[src/rtl/fadd_scheduler.sv]
// fadd_scheduler: round-robin sharing of one combinational float adder between two requesters
module fadd_scheduler #(
  parameter int LATENCY = 2,
  parameter int TAG_W = 4
) (
  input  logic             clk,
  input  logic             reset,
  input  logic             req0_valid,
  output logic             req0_ready,
  input  logic [31:0]      req0_a,
  input  logic [31:0]      req0_b,
  input  logic             req0_sub,
  input  logic [TAG_W-1:0] req0_tag,
  input  logic             req1_valid,
  output logic             req1_ready,
  input  logic [31:0]      req1_a,
  input  logic [31:0]      req1_b,
  input  logic             req1_sub,
  input  logic [TAG_W-1:0] req1_tag,
  output logic [31:0]      add_a,
  output logic [31:0]      add_b,
  input  logic [31:0]      add_out,
  output logic             resp_valid,
  input  logic             resp_ready,
  output logic [31:0]      resp_data,
  output logic             resp_id,
  output logic [TAG_W-1:0] resp_tag,
  output logic             busy
);
  typedef enum logic [1:0] {IDLE, WAIT, RESP} state_t;
  localparam logic [3:0] LAT = 4'(LATENCY);
  state_t state, state_n;
  logic ptr;
  logic [3:0] cnt;
  logic any_req, grant1;
  logic [31:0] sel_a, sel_b;
  logic sel_sub;
  logic [TAG_W-1:0] sel_tag;
  // ptr=1 means requester 1 wins a tie
  assign any_req = req0_valid | req1_valid;
  assign grant1 = req1_valid & (~req0_valid | ptr);
  assign sel_a = grant1 ? req1_a : req0_a;
  assign sel_b = grant1 ? req1_b : req0_b;
  assign sel_sub = grant1 ? req1_sub : req0_sub;
  assign sel_tag = grant1 ? req1_tag : req0_tag;
  // state register; busy is registered alongside it
  always_ff @(posedge clk) begin
    if (reset) begin
      state <= IDLE;
      busy <= 1'b0;
    end else begin
      state <= state_n;
      busy <= state_n != IDLE;
    end
  end
  // next-state: accept in IDLE, count down in WAIT, drain in RESP
  always_comb begin
    state_n = (state == IDLE && any_req) ? WAIT :
              (state == WAIT && cnt == 4'd1) ? RESP :
              (state == RESP && resp_ready) ? IDLE : state;
  end
  // ready outputs only ever pulse for the granted requester in IDLE
  always_comb begin
    req0_ready = !reset && state == IDLE && any_req && !grant1;
    req1_ready = !reset && state == IDLE && grant1;
  end
  // datapath: latch operands on accept, capture the sum on the last WAIT edge
  always_ff @(posedge clk) begin
    if (reset) begin
      ptr <= 1'b0;
      cnt <= 4'd0;
      add_a <= '0;
      add_b <= '0;
      resp_valid <= 1'b0;
      resp_data <= '0;
      resp_id <= 1'b0;
      resp_tag <= '0;
    end else if (state == IDLE) begin
      if (any_req) begin
        add_a <= sel_a;
        add_b <= {sel_b[31] ^ sel_sub, sel_b[30:0]};
        resp_id <= grant1;
        resp_tag <= sel_tag;
        cnt <= LAT;
        if (req0_valid && req1_valid) ptr <= ~grant1;
      end
    end else if (state == WAIT) begin
      cnt <= cnt - 4'd1;
      if (cnt == 4'd1) begin
        resp_data <= add_out;
        resp_valid <= 1'b1;
      end
    end else if (resp_ready) begin
      resp_valid <= 1'b0;
    end
  end
endmodule

[config.mk]
export PLATFORM = sky130hd
export DESIGN_NAME = fadd_scheduler
export DESIGN_NICKNAME = d
export VERILOG_FILES = /design/src/rtl/fadd_scheduler.sv
export SDC_FILE = /design/constraint.sdc
export NUM_CORES = 1
export LEC_CHECK = 0
export ABC_AREA = 1
export CAP_MARGIN = 40
export CORE_AREA = 2 2 114 116
export CTS_CLUSTER_DIAMETER = 30
export DETAILED_ROUTE_END_ITERATION = 12
export DIE_AREA = 0 0 116 118
export HOLD_SLACK_MARGIN = 0.03
export PLACE_DENSITY = 0.86
export SYNTH_ARGS = -nofsm -noshare
export SYNTH_HDL_FRONTEND = slang
export SYNTH_SLANG_ARGS = --single-unit
[constraint.sdc]
create_clock -name clk -period 3.85 [get_ports clk]
set_clock_uncertainty 0.2 [all_clocks]
set_input_delay 0.5775 -clock clk [delete_from_list [all_inputs] [get_ports clk]]
set_output_delay 0.5775 -clock clk [all_outputs]
set_load 0.1 [all_outputs]
==> flow_metrics.py, run 1 <==
metrics = {
    "sta": {
        "slew_headroom_pct": 44.29,
        "hold_viol": 0,
        "period_needed_ns": 2.840,
        "final_max_slew_viol_count": 0,
        "fin_crit_sh_pct": 73.78,
        "worst_pin_slew_ns": 0.8337,
        "rsz0062_at_grt": "no",
        "setup_viol": 0,
        "fin_tns_setup_ns": 0,
        "max_freq_ghz": 0.3521,
    },
    "finish": {
        "nNetsFinal": 1387,
        "fillCellCount": 642,
        "final_layout_size_suffix_gt1_share_pct": 11.45,
        "layout-area-overhead-vs-synth_pct": 97.70,
        "antenna_cells": 0,
        "stdcell_count": 1386,
    },
    "global_route": {
        "grt_pass1_vias": 7014,
        "grt-ovfl-total": 0,
        "grt_pass1_wl_um": 33510,
        "grt_use_total_pct": 31.48,
        "antenna_found_initial": 0,
        "grt_max_degree": 69,
    },
    "synth": {
        "syn_nets": 1027,
        "synth_area_leader_cell": "dfxtp_1",
        "synthCells": 850,
        "ys_seq_elements": 110,
        "synth.most_common_cell": "nand2_1",
        "synth_top_family_by_area": "simple AND/OR/NAND/NOR gates",
        "synth_common_cells": "nand2_1, inv_1, dfxtp_1",
        "async_flop_share_pct": 0,
        "muxShareOfSynthArea_pct": 0,
        "synth-seq-area-share_pct": 41.67,
        "synth_edf_count": 0,
        "yosys.area_share.xor_xnor_pct": 0.3314,
        "synthSimpleGateAreaFrac_pct": 38.54,
        "yosysWarnings": 0,
        "syn_area_per_cell_um2": 6.218,
        "synth_top_area_share_pct": 41.67,
        "synth_ff_type": "dfxtp_1",
        "ys_top_cells_by_area": "dfxtp_1, nand2_1, inv_1, nand3_1, nor2_1",
        "synth_compound_area_share_pct": 1.373,
        "syn_area_um2": 5285,
        "synth_cell_types": 23,
        "synth_fa_ha_area_share_pct": 0.4735,
    },
    "power_and_ir_drop": {
        "p_clk_share_pct": 19.4,
        "switching_share_pct": 42.18,
        "combPwrFrac_pct": 52.6,
        "switchingPower_mw": 2.090,
        "powerDensity_nw_per_um2": 474.3,
        "peakVddDrop_v": 0.0002923,
        "power.internal_mw": 2.866,
        "p_seq_share_pct": 28.0,
        "leakage_nw": 5.185,
    },
    "worst_hold_path": {
        "hold_end": "add_a[22]",
        "hp-class": "register to register",
        "hold_start": "add_a[22]",
        "hold_path_depth": 2,
    },
    "critical_path": {
        "worstPathMaxFanout": 18,
        "cp_cell_sequence": "clkdlybuf4s50_1 -> nand2_1 -> nand2_2 -> inv_2 -> nor2_1 -> buf_12",
        "critPathArrivalTime_ns": 2.06,
        "cp-start-kind": "primary input",
        "timing.rr.start": "state[1]",
        "max_stage_delay_ns": 0.58,
        "crit_type": "primary input to output port",
        "reg2reg_to": "resp_data[3]",
        "ff2ff_path_depth": 7,
        "end_kind": "output port",
        "r2r_slack_ns": 1.58,
        "crit_path_top_delay_cell": "clkdlybuf4s50_1",
        "worstPathRequired_ns": 3.07,
    },
    "placed_design": {
        "dp_cells": 1371,
        "hpwl_um": 16880,
        "portBuffers": 279,
        "routabilityCongestion": 0.8253,
    },
    "cts": {
        "numClockSinks": 110,
        "cts_tree": "built",
        "cts_buffers": 9,
        "clockBufferDepth": 2,
        "htree_levels": 3,
        "cts_resized": 0,
        "ctsRootBufferMaster": "clkbuf_16",
        "ctsHoldBuffers": 0,
        "clk_latency_ns": 0.34,
        "post_cts_buffers": 0,
        "clkTransAtPathRegs_ns": 0.07,
    },
    "route": {
        "vias": 6605,
        "drtAntennaViolNets": 0,
        "routed_wirelength_um": 21770,
        "drtPass1Iterations": 7,
        "drc": 0,
        "wire_per_inst_um": 15.70,
        "drt_iter0_drc": 432,
        "viasPerCell": 4.766,
    },
    "job": {
        "maxCapViolations": 0,
    },
    "status": {
        "status": "completed",
    },
    "die": {
        "die_h_um": 118,
        "ios": 280,
        "start_util_pct": 42.57,
        "fp-row-count": 41,
        "die_w_um": 116,
        "core-area_um2": 12410,
        "die_area_um2": 13690,
    },
}
[power by group through the flow]
| stage | sequential (mW) | clock (mW) | combinational, mW |
|---|---|---|---|
| global placement | 1.40 | 0 | 1.93 |
| global route | 1.40 | 1.02 | 2.71 |
| finish | 1.39 | 0.960 | 2.61 |
| floorplan | 2.40 | 0 | 0.407 |
| CTS | 1.39 | 0.975 | 2.61 |
| detailed placement | 1.41 | 0 | 2.60 |
[placed cells by master, fill, tap and decap left out]
cell	instances
nand2_1	349
clkdlybuf4s50_1	277
inv_1	177
dfxtp_1	110
nand3_1	72
nor2_1	70
buf_8	66
buf_16	38
clkbuf_16	9
o21ai_0	8
a21oi_1	5
buf_4	5
nand2_2	4
nor2_4	4
clkbuf_8	3
inv_2	2
nand4_1	2
ha_1	2
buf_12	2
nor2_2	1
inv_4	1
nor2_8	1
xor2_1	1
o211ai_1	1
xnor2_1	1
clkinv_2	1
bufinv_16	1
clkinvlp_4	1
[how the worst max path moves through the flow]
stage          startpoint  cells after the start         end
3_3_place_gp        reset                      7  req0_ready
4_1_cts        req0_valid                      6  req0_ready
3_5_place_dp   req0_valid                      8   add_b[29]
2_1_floorplan       reset                      7  req0_ready
5_1_grt        req0_valid                      6  req0_ready
6_report       req0_valid                      6  req0_ready
[cell type report]
type                    count  area, um^2  area share, %
well taps                 172       215.2          2.060
repair buffers            388        4887          46.77
clock inverters             3       42.54         0.4071
multi-input cells         521        2157          20.64
flip-flops and latches    110        2202          21.08
inverters                 180       678.2          6.490
clock buffers              12       266.5          2.551
[worst max-delay path: cells and delay by family]
family / cells / cell delay, ns
and+or+nand+nor: 3 / 0.62
buffers and inverters: 3 / 0.85
[kinds of logic (layout without fill, tap and decap cells)]
kind of cell,count (synthesis),in the layout
adders and majority gates,2,2
AOI/OAI and AO/OA,14,14
and+or+nand+nor,503,503
buffers and inverters,219,583
xor gates and xnor gates,2,2
DFF,110,110
[routing by layer]
metal	up-vias	part of all wire, %	GRT usage [%]
li1	3157	-	-
met5	-	0	0
met1	2979	34	30.08
met4	0	6.1	19.87
met3	108	7.6	7.518
met2	361	53	58.74
[flip-flops by register name, summed over array words and instances, names as in the netlist]
signal,cells
add_a,32
add_b,32
busy,1
cnt,4
ptr,1
resp_data,32
resp_id,1
resp_tag,4
resp_valid,1
state,2
[metrics by stage]
stage / total power [mW] / hold slack (ns) / cell area [um^2] / setup WS [ns] / util (%)
final: 4.956 / 0.2512 / 10450 / 1.010 / 84.17
after global routing: 5.134 / 0.2740 / 10450 / 0.9032 / 84.17
after CTS: 4.973 / 0.2536 / 10450 / 0.9945 / 84.17
after detailed placement: 4.008 / 0.2377 / 10140 / 0.9241 / 81.68
after global placement: 3.327 / 0.2350 / 8103 / 1.048 / 65.27
after floorplan: 2.811 / 0.2392 / 5285 / 0.6018 / -
Power figures use the tool's default switching activity.
==> run 2: changes to the inputs <==
--- a/config.mk
+++ b/config.mk
@@ -7,12 +7,12 @@
 export LEC_CHECK = 0
 export ABC_AREA = 1
 export CAP_MARGIN = 40
-export CORE_AREA = 2 2 114 116
+export CORE_AREA = 2 2 118 120
 export CTS_CLUSTER_DIAMETER = 30
 export DETAILED_ROUTE_END_ITERATION = 12
-export DIE_AREA = 0 0 116 118
+export DIE_AREA = 0 0 120 122
 export HOLD_SLACK_MARGIN = 0.03
-export PLACE_DENSITY = 0.86
+export PLACE_DENSITY = 0.81
 export SYNTH_ARGS = -nofsm -noshare
 export SYNTH_HDL_FRONTEND = slang
 export SYNTH_SLANG_ARGS = --single-unit
==> constraint.sdc (replaced) <==
create_clock -name clk -period 2.71 [get_ports clk]
set_clock_uncertainty 0.2 [all_clocks]
set_input_delay 0.4065 -clock clk [delete_from_list [all_inputs] [get_ports clk]]
set_output_delay 0.4065 -clock clk [all_outputs]
set_load 0.1 [all_outputs]
==> flow_metrics.py, run 2 (synthesis gave the netlist of run 1 again) <==
metrics = {
    "global_route": {
        "grt-ovfl-total": 0,
        "grt_use_total_pct": 20.56,
        "grt_pass1_vias": 4933,
        "grt_max_degree": 69,
        "grt_pass1_wl_um": 24140,
        "antenna_found_initial": 0,
    },
    "die": {
        "start_util_pct": 39.14,
        "die_h_um": 122,
        "ios": 280,
        "core-area_um2": 13500,
        "die_area_um2": 14640,
        "fp-row-count": 43,
        "die_w_um": 120,
    },
    "finish": {
        "biggestRegsByFlops": "add_a: 32 flops, add_b: 32 flops, resp_data: 32 flops",
        "stdcell_count": 1293,
        "final_layout_size_suffix_gt1_share_pct": 12.76,
        "final_cell_mix": "nand2_1, inv_1, clkdlybuf4s50_1",
        "fillCellCount": 1244,
        "nNetsFinal": 1286,
        "layout_commonest_cell": "nand2_1",
        "layout-area-overhead-vs-synth_pct": 55.94,
        "antenna_cells": 0,
    },
    "route": {
        "drt_iter0_drc": 273,
        "vias": 5596,
        "drc": 0,
        "drtAntennaViolNets": 0,
        "viasPerCell": 4.328,
        "drtPass1Iterations": 4,
        "routed_wirelength_um": 15470,
        "wire_per_inst_um": 11.96,
    },
    "placed_design": {
        "portBuffers": 279,
        "routabilityCongestion": 0.8248,
        "dp_cells": 1278,
        "pre_cts_ws_ns": 0.4706,
        "hpwl_um": 11030,
    },
    "cts": {
        "cts_buffers": 9,
        "ctsRootBufferMaster": "clkbuf_16",
        "clkTransAtPathRegs_ns": 0.07,
        "ctsHoldBuffers": 0,
        "numClockSinks": 110,
        "clk_latency_ns": 0.35,
        "post_cts_buffers": 0,
        "htree_levels": 3,
        "cts_tree": "built",
        "cts_resized": 0,
        "clockBufferDepth": 2,
    },
    "power_and_ir_drop": {
        "power.internal_mw": 3.338,
        "peakVddDrop_v": 0.0004202,
        "powerDensity_nw_per_um2": 737.9,
        "p_seq_share_pct": 32.2,
        "combPwrFrac_pct": 44.6,
        "p_clk_share_pct": 23.2,
        "leakage_nw": 4.476,
        "switchingPower_mw": 2.743,
        "switching_share_pct": 45.11,
    },
    "sta": {
        "max_freq_ghz": 0.4462,
        "period_needed_ns": 2.241,
        "final_max_slew_viol_count": 0,
        "whs_ns": 0.2523,
        "rsz0062_at_grt": "no",
        "hold_viol": 0,
        "worst_slack_ns": 0.4691,
        "fin_crit_sh_pct": 82.69,
        "fin_tns_setup_ns": 0,
        "worst_pin_slew_ns": 0.6357,
        "slew_headroom_pct": 57.62,
        "setup_viol": 0,
    },
    "critical_path": {
        "timing.rr.start": "state[1]",
        "end_kind": "output port",
        "crit_family": "buffers and inverters",
        "critPathArrivalTime_ns": 1.63,
        "max_stage_delay_ns": 0.56,
        "reg2reg_to": "resp_data[16]",
        "worst-path-buf-inv": 3,
        "worstPathMaxFanout": 5,
        "crit_path_frequent_cell": "nor2_2",
        "r2r_slack_ns": 0.90,
        "cp_cell_sequence": "clkdlybuf4s50_1 -> nor2_2 -> nor2_4 -> inv_1 -> nor2_2 -> buf_12",
        "ff2ff_path_depth": 7,
        "cp-start-kind": "primary input",
        "crit_path_top_delay_cell": "clkdlybuf4s50_1",
        "crit_type": "primary input to output port",
        "worstPathRequired_ns": 2.10,
    },
    "worst_hold_path": {
        "hp-class": "register to register",
        "hold_start": "add_b[11]",
        "hold_path_depth": 2,
        "hold_end": "add_b[11]",
    },
    "status": {
        "status": "completed",
    },
    "job": {
        "maxCapViolations": 0,
    },
}
run 2: cell count changes in the layout (fill, tap and decap cells not counted):
| cell | delta |
|---|---|
| nor2_2 | +1 |
| buf_16 | -38 |
| buf_8 | -66 |
| bufinv_16 | +1 |
| clkinv_2 | +1 |
| nor2_1 | -1 |
| buf_12 | +4 |
| clkdlybuf4s50_1 | -103 |
| buf_4 | +102 |
| clkbuf_8 | -3 |
| inv_6 | +1 |
run 2: layout make-up:
cell class	instances	area [um^2]	share of cell area (%)
timing repair buffer	287	2665	32.34
sequential	110	2202	26.72
multi-input combinational	521	2160	26.20
inverter	180	678.2	8.228
clock buffer	9	225.2	2.733
tap	180	225.2	2.733
clock inverter	6	86.33	1.048
run 2: tightest hold or removal path, delay by kind of cell, from the launching register on:
kind | cells | cell delay, ns
flops | 1 | 0.31
simple gates | 2 | 0.10
run 2: worst max-delay path by stage:
| stage | endpoint | startpoint | cells past startpoint | slack [ns] |
|---|---|---|---|---|
| floorplan | req1_ready | req0_valid | 4 | 0.08 |
| detailed placement | req0_ready | req1_valid | 6 | 0.47 |
| finish | req0_ready | req1_valid | 6 | 0.47 |
| global route | req0_ready | req1_valid | 6 | 0.39 |
| global placement | req0_ready | req1_valid | 6 | 0.48 |
| CTS | req0_ready | req1_valid | 6 | 0.46 |
run 2: through the flow:
stage | area [um^2] | util [%] | total power [mW]
CTS | 8242 | 61.03 | 6.149
detailed placement | 7930 | 58.72 | 4.717
global placement | 7930 | 58.72 | 4.699
global route | 8242 | 61.03 | 6.352
finish | 8242 | 61.03 | 6.082
floorplan | 5288 | - | 3.994
run 2: metal layers:
metal,vias to the layer above,GRT usage (%),part of all wire (%)
met5,-,0,0
met4,0,8.456,2.9
met3,31,5.571,7.0
met2,183,34.84,49
met1,2431,24.65,41
li1,2951,-,-
run 2: power groups by stage:
stage	combinational (mW)	sequential [mW]	clock (mW)
3_5_place_dp	2.72	1.99	0
3_3_place_gp	2.71	1.99	0
6_report	2.71	1.96	1.41
4_1_cts	2.73	1.96	1.46
2_1_floorplan	0.578	3.42	0
5_1_grt	2.86	1.99	1.51
==> run 3: changes to the inputs <==
--- a/config.mk
+++ b/config.mk
@@ -7,12 +7,12 @@
 export LEC_CHECK = 0
 export ABC_AREA = 1
 export CAP_MARGIN = 40
-export CORE_AREA = 2 2 118 120
+export CORE_AREA = 2 2 125 127
 export CTS_CLUSTER_DIAMETER = 30
 export DETAILED_ROUTE_END_ITERATION = 12
-export DIE_AREA = 0 0 120 122
+export DIE_AREA = 0 0 127 129
 export HOLD_SLACK_MARGIN = 0.03
-export PLACE_DENSITY = 0.81
+export PLACE_DENSITY = 0.76
 export SYNTH_ARGS = -nofsm -noshare
 export SYNTH_HDL_FRONTEND = slang
 export SYNTH_SLANG_ARGS = --single-unit
==> constraint.sdc (replaced) <==
create_clock -name clk -period 1.8 [get_ports clk]
set_clock_uncertainty 0.2 [all_clocks]
set_input_delay 0.27 -clock clk [delete_from_list [all_inputs] [get_ports clk]]
set_output_delay 0.27 -clock clk [all_outputs]
set_load 0.1 [all_outputs]
==> flow_metrics.py, run 3 (synthesis gave the netlist of run 1 again) <==
metrics = {
    "placed_design": {
        "hpwl_um": 13090,
        "dp_cells": 1303,
        "pre_cts_ws_ns": -0.1399,
        "portBuffers": 279,
        "routabilityCongestion": 0.7925,
    },
    "sta": {
        "final_max_slew_viol_count": 0,
        "slew_headroom_pct": 74.39,
        "max_freq_ghz": 0.5546,
        "hold_viol": 0,
        "rsz0062_at_grt": "yes",
        "worst_pin_slew_ns": 0.3841,
        "fin_crit_sh_pct": 100.2,
        "setup_viol": 1,
        "worst_slack_ns": -0.003064,
        "period_needed_ns": 1.803,
    },
    "power_and_ir_drop": {
        "combPwrFrac_pct": 49.3,
        "switchingPower_mw": 4.379,
        "leakage_nw": 4.932,
        "p_seq_share_pct": 30.7,
        "finalPower_mw": 10.11,
        "power.internal_mw": 5.736,
        "peakVddDrop_v": 0.0006358,
        "powerDensity_nw_per_um2": 1035,
        "p_clk_share_pct": 20.0,
        "switching_share_pct": 43.29,
    },
    "job": {
        "maxCapViolations": 0,
    },
    "cts": {
        "clkTransAtPathRegs_ns": 0.07,
        "cts_tree": "built",
        "clockBufferDepth": 2,
        "htree_levels": 3,
        "cts_buffers": 9,
        "ctsRootBufferMaster": "clkbuf_16",
        "numClockSinks": 110,
        "clk_latency_ns": 0.34,
    },
    "finish": {
        "final_util_pct": 65.27,
        "biggestRegsByFlops": "add_a: 32 flops, add_b: 32 flops, resp_data: 32 flops",
        "antenna_cells": 0,
        "fillCellCount": 1255,
        "final_cell_mix": "nand2_1, inv_1, clkdlybuf4s50_1",
        "nNetsFinal": 1309,
        "layout_commonest_cell": "nand2_1",
        "final_layout_size_suffix_gt1_share_pct": 15.22,
        "stdcell_count": 1325,
        "layout-area-overhead-vs-synth_pct": 84.97,
    },
    "critical_path": {
        "crit_path_top_delay_cell": "dfxtp_2",
        "cp-start-kind": "register",
        "cp_cell_sequence": "nor2_4 -> nand2_2 -> nor2_4 -> inv_2 -> nor2_4 -> buf_12",
        "critPathArrivalTime_ns": 1.33,
        "max_stage_delay_ns": 0.33,
        "worstPathMaxFanout": 2,
        "timing.rr.start": "state[1]",
        "end_kind": "output port",
        "r2r_slack_ns": 0.16,
        "crit_type": "register to output port",
        "reg2reg_to": "resp_data[3]",
        "worstPathRequired_ns": 1.33,
        "crit_path_frequent_cell": "nor2_4",
        "ff2ff_path_depth": 8,
    },
    "status": {
        "violations": "negative setup slack",
        "status": "complete, but fails checks",
    },
    "global_route": {
        "grt_pass1_wl_um": 26940,
        "grt-ovfl-total": 0,
        "antenna_found_initial": 0,
        "grt_use_total_pct": 20.66,
        "grt_pass1_vias": 5422,
        "grt_max_degree": 67,
    },
    "route": {
        "viasPerCell": 4.394,
        "routed_wirelength_um": 17050,
        "drtAntennaViolNets": 0,
        "drc": 0,
        "drt_iter0_drc": 223,
        "drtPass1Iterations": 4,
        "wire_per_inst_um": 12.87,
        "vias": 5822,
    },
    "die": {
        "start_util_pct": 35.29,
        "die_w_um": 127,
        "fp-row-count": 45,
        "die_h_um": 129,
        "die_area_um2": 16380,
        "ios": 280,
        "core-area_um2": 14980,
    },
    "worst_hold_path": {
        "hold_path_depth": 4,
        "hp-class": "primary input to register",
        "hold_end": "ptr",
        "hold_start": "req0_valid",
    },
}
[run 3: cell types whose count changed in the layout (fill, tap and decap cells not counted), moves of 2 or more]
| cell | delta |
|---|---|
| inv_1 | -2 |
| nor2_4 | +2 |
| buf_4 | -85 |
| dfxtp_2 | +2 |
| buf_12 | +107 |
| dfxtp_1 | -3 |
| inv_2 | +2 |
| clkdlybuf4s50_1 | -2 |
[run 3: metrics by stage]
step | hold WS (ns) | area (um^2) | TNS, ns
finish | 0.2277 | 9776 | -0.003064
global route | 0.2402 | 9776 | -0.09284
CTS | 0.2818 | 9758 | -0.07772
detailed placement | 0.2755 | 9419 | -7.130
global placement | 0.2475 | 9419 | -2.510
floorplan | 0.2392 | 5300 | -0.09230
[run 3: worst max path at each step]
| stage | start | end | slack (ns) | cells after the start |
|---|---|---|---|---|
| floorplan | reset | req0_ready | -0.09 | 7 |
| global placement | req1_valid | req0_ready | -0.07 | 6 |
| detailed placement | req1_valid | add_b[22] | -0.14 | 7 |
| CTS | state[1] | req0_ready | -0.05 | 6 |
| global route | state[1] | req0_ready | -0.06 | 6 |
| finish | state[0] | req0_ready | -0.003 | 6 |
[run 3: power groups by stage]
stage	logic, mW	registers (mW)	clock network [mW]
2_1_floorplan	0.877	5.14	0
3_3_place_gp	4.92	3.15	0
3_5_place_dp	4.97	3.17	0
4_1_cts	5.00	3.11	2.08
5_1_grt	5.21	3.15	2.18
6_report	4.99	3.11	2.02
[run 3: final cells by class]
class | count | area, um^2 | share of cell area [%]
timing repair buffer | 310 | 4182 | 42.77
sequential | 110 | 2208 | 22.59
multi-input combinational | 521 | 2175 | 22.25
inverter | 180 | 678.2 | 6.937
tap | 188 | 235.2 | 2.406
clock buffer | 9 | 225.2 | 2.304
clock inverter | 7 | 72.57 | 0.7424
[run 3: timing repair]
action / in CTS / in global routing
hold buffers: 0 / 0
cloned: 0 / 0
hold endpoints to repair: 0 / 0
setup buffers: 5 / 1
pin swaps: 3 / 4
endpoints found under the setup margin: 2 / 2
gates resized for setup: 5 / 5
[run 3: worst max-delay path: cells and delay by family (launching register included)]
| kind | cells | cell delay (ns) |
|---|---|---|
| DFF | 1 | 0.33 |
| and+or+nand+nor | 4 | 0.42 |
| buffers and inverters | 2 | 0.24 |
[run 3: layer usage]
layer,global-route usage (%),vias up,routed length [um]
met1,24.39,2578,7011
met5,0,-,0
li1,-,3010,-
met2,35.93,201,8320
met3,4.948,33,1198
met4,8.985,0,521
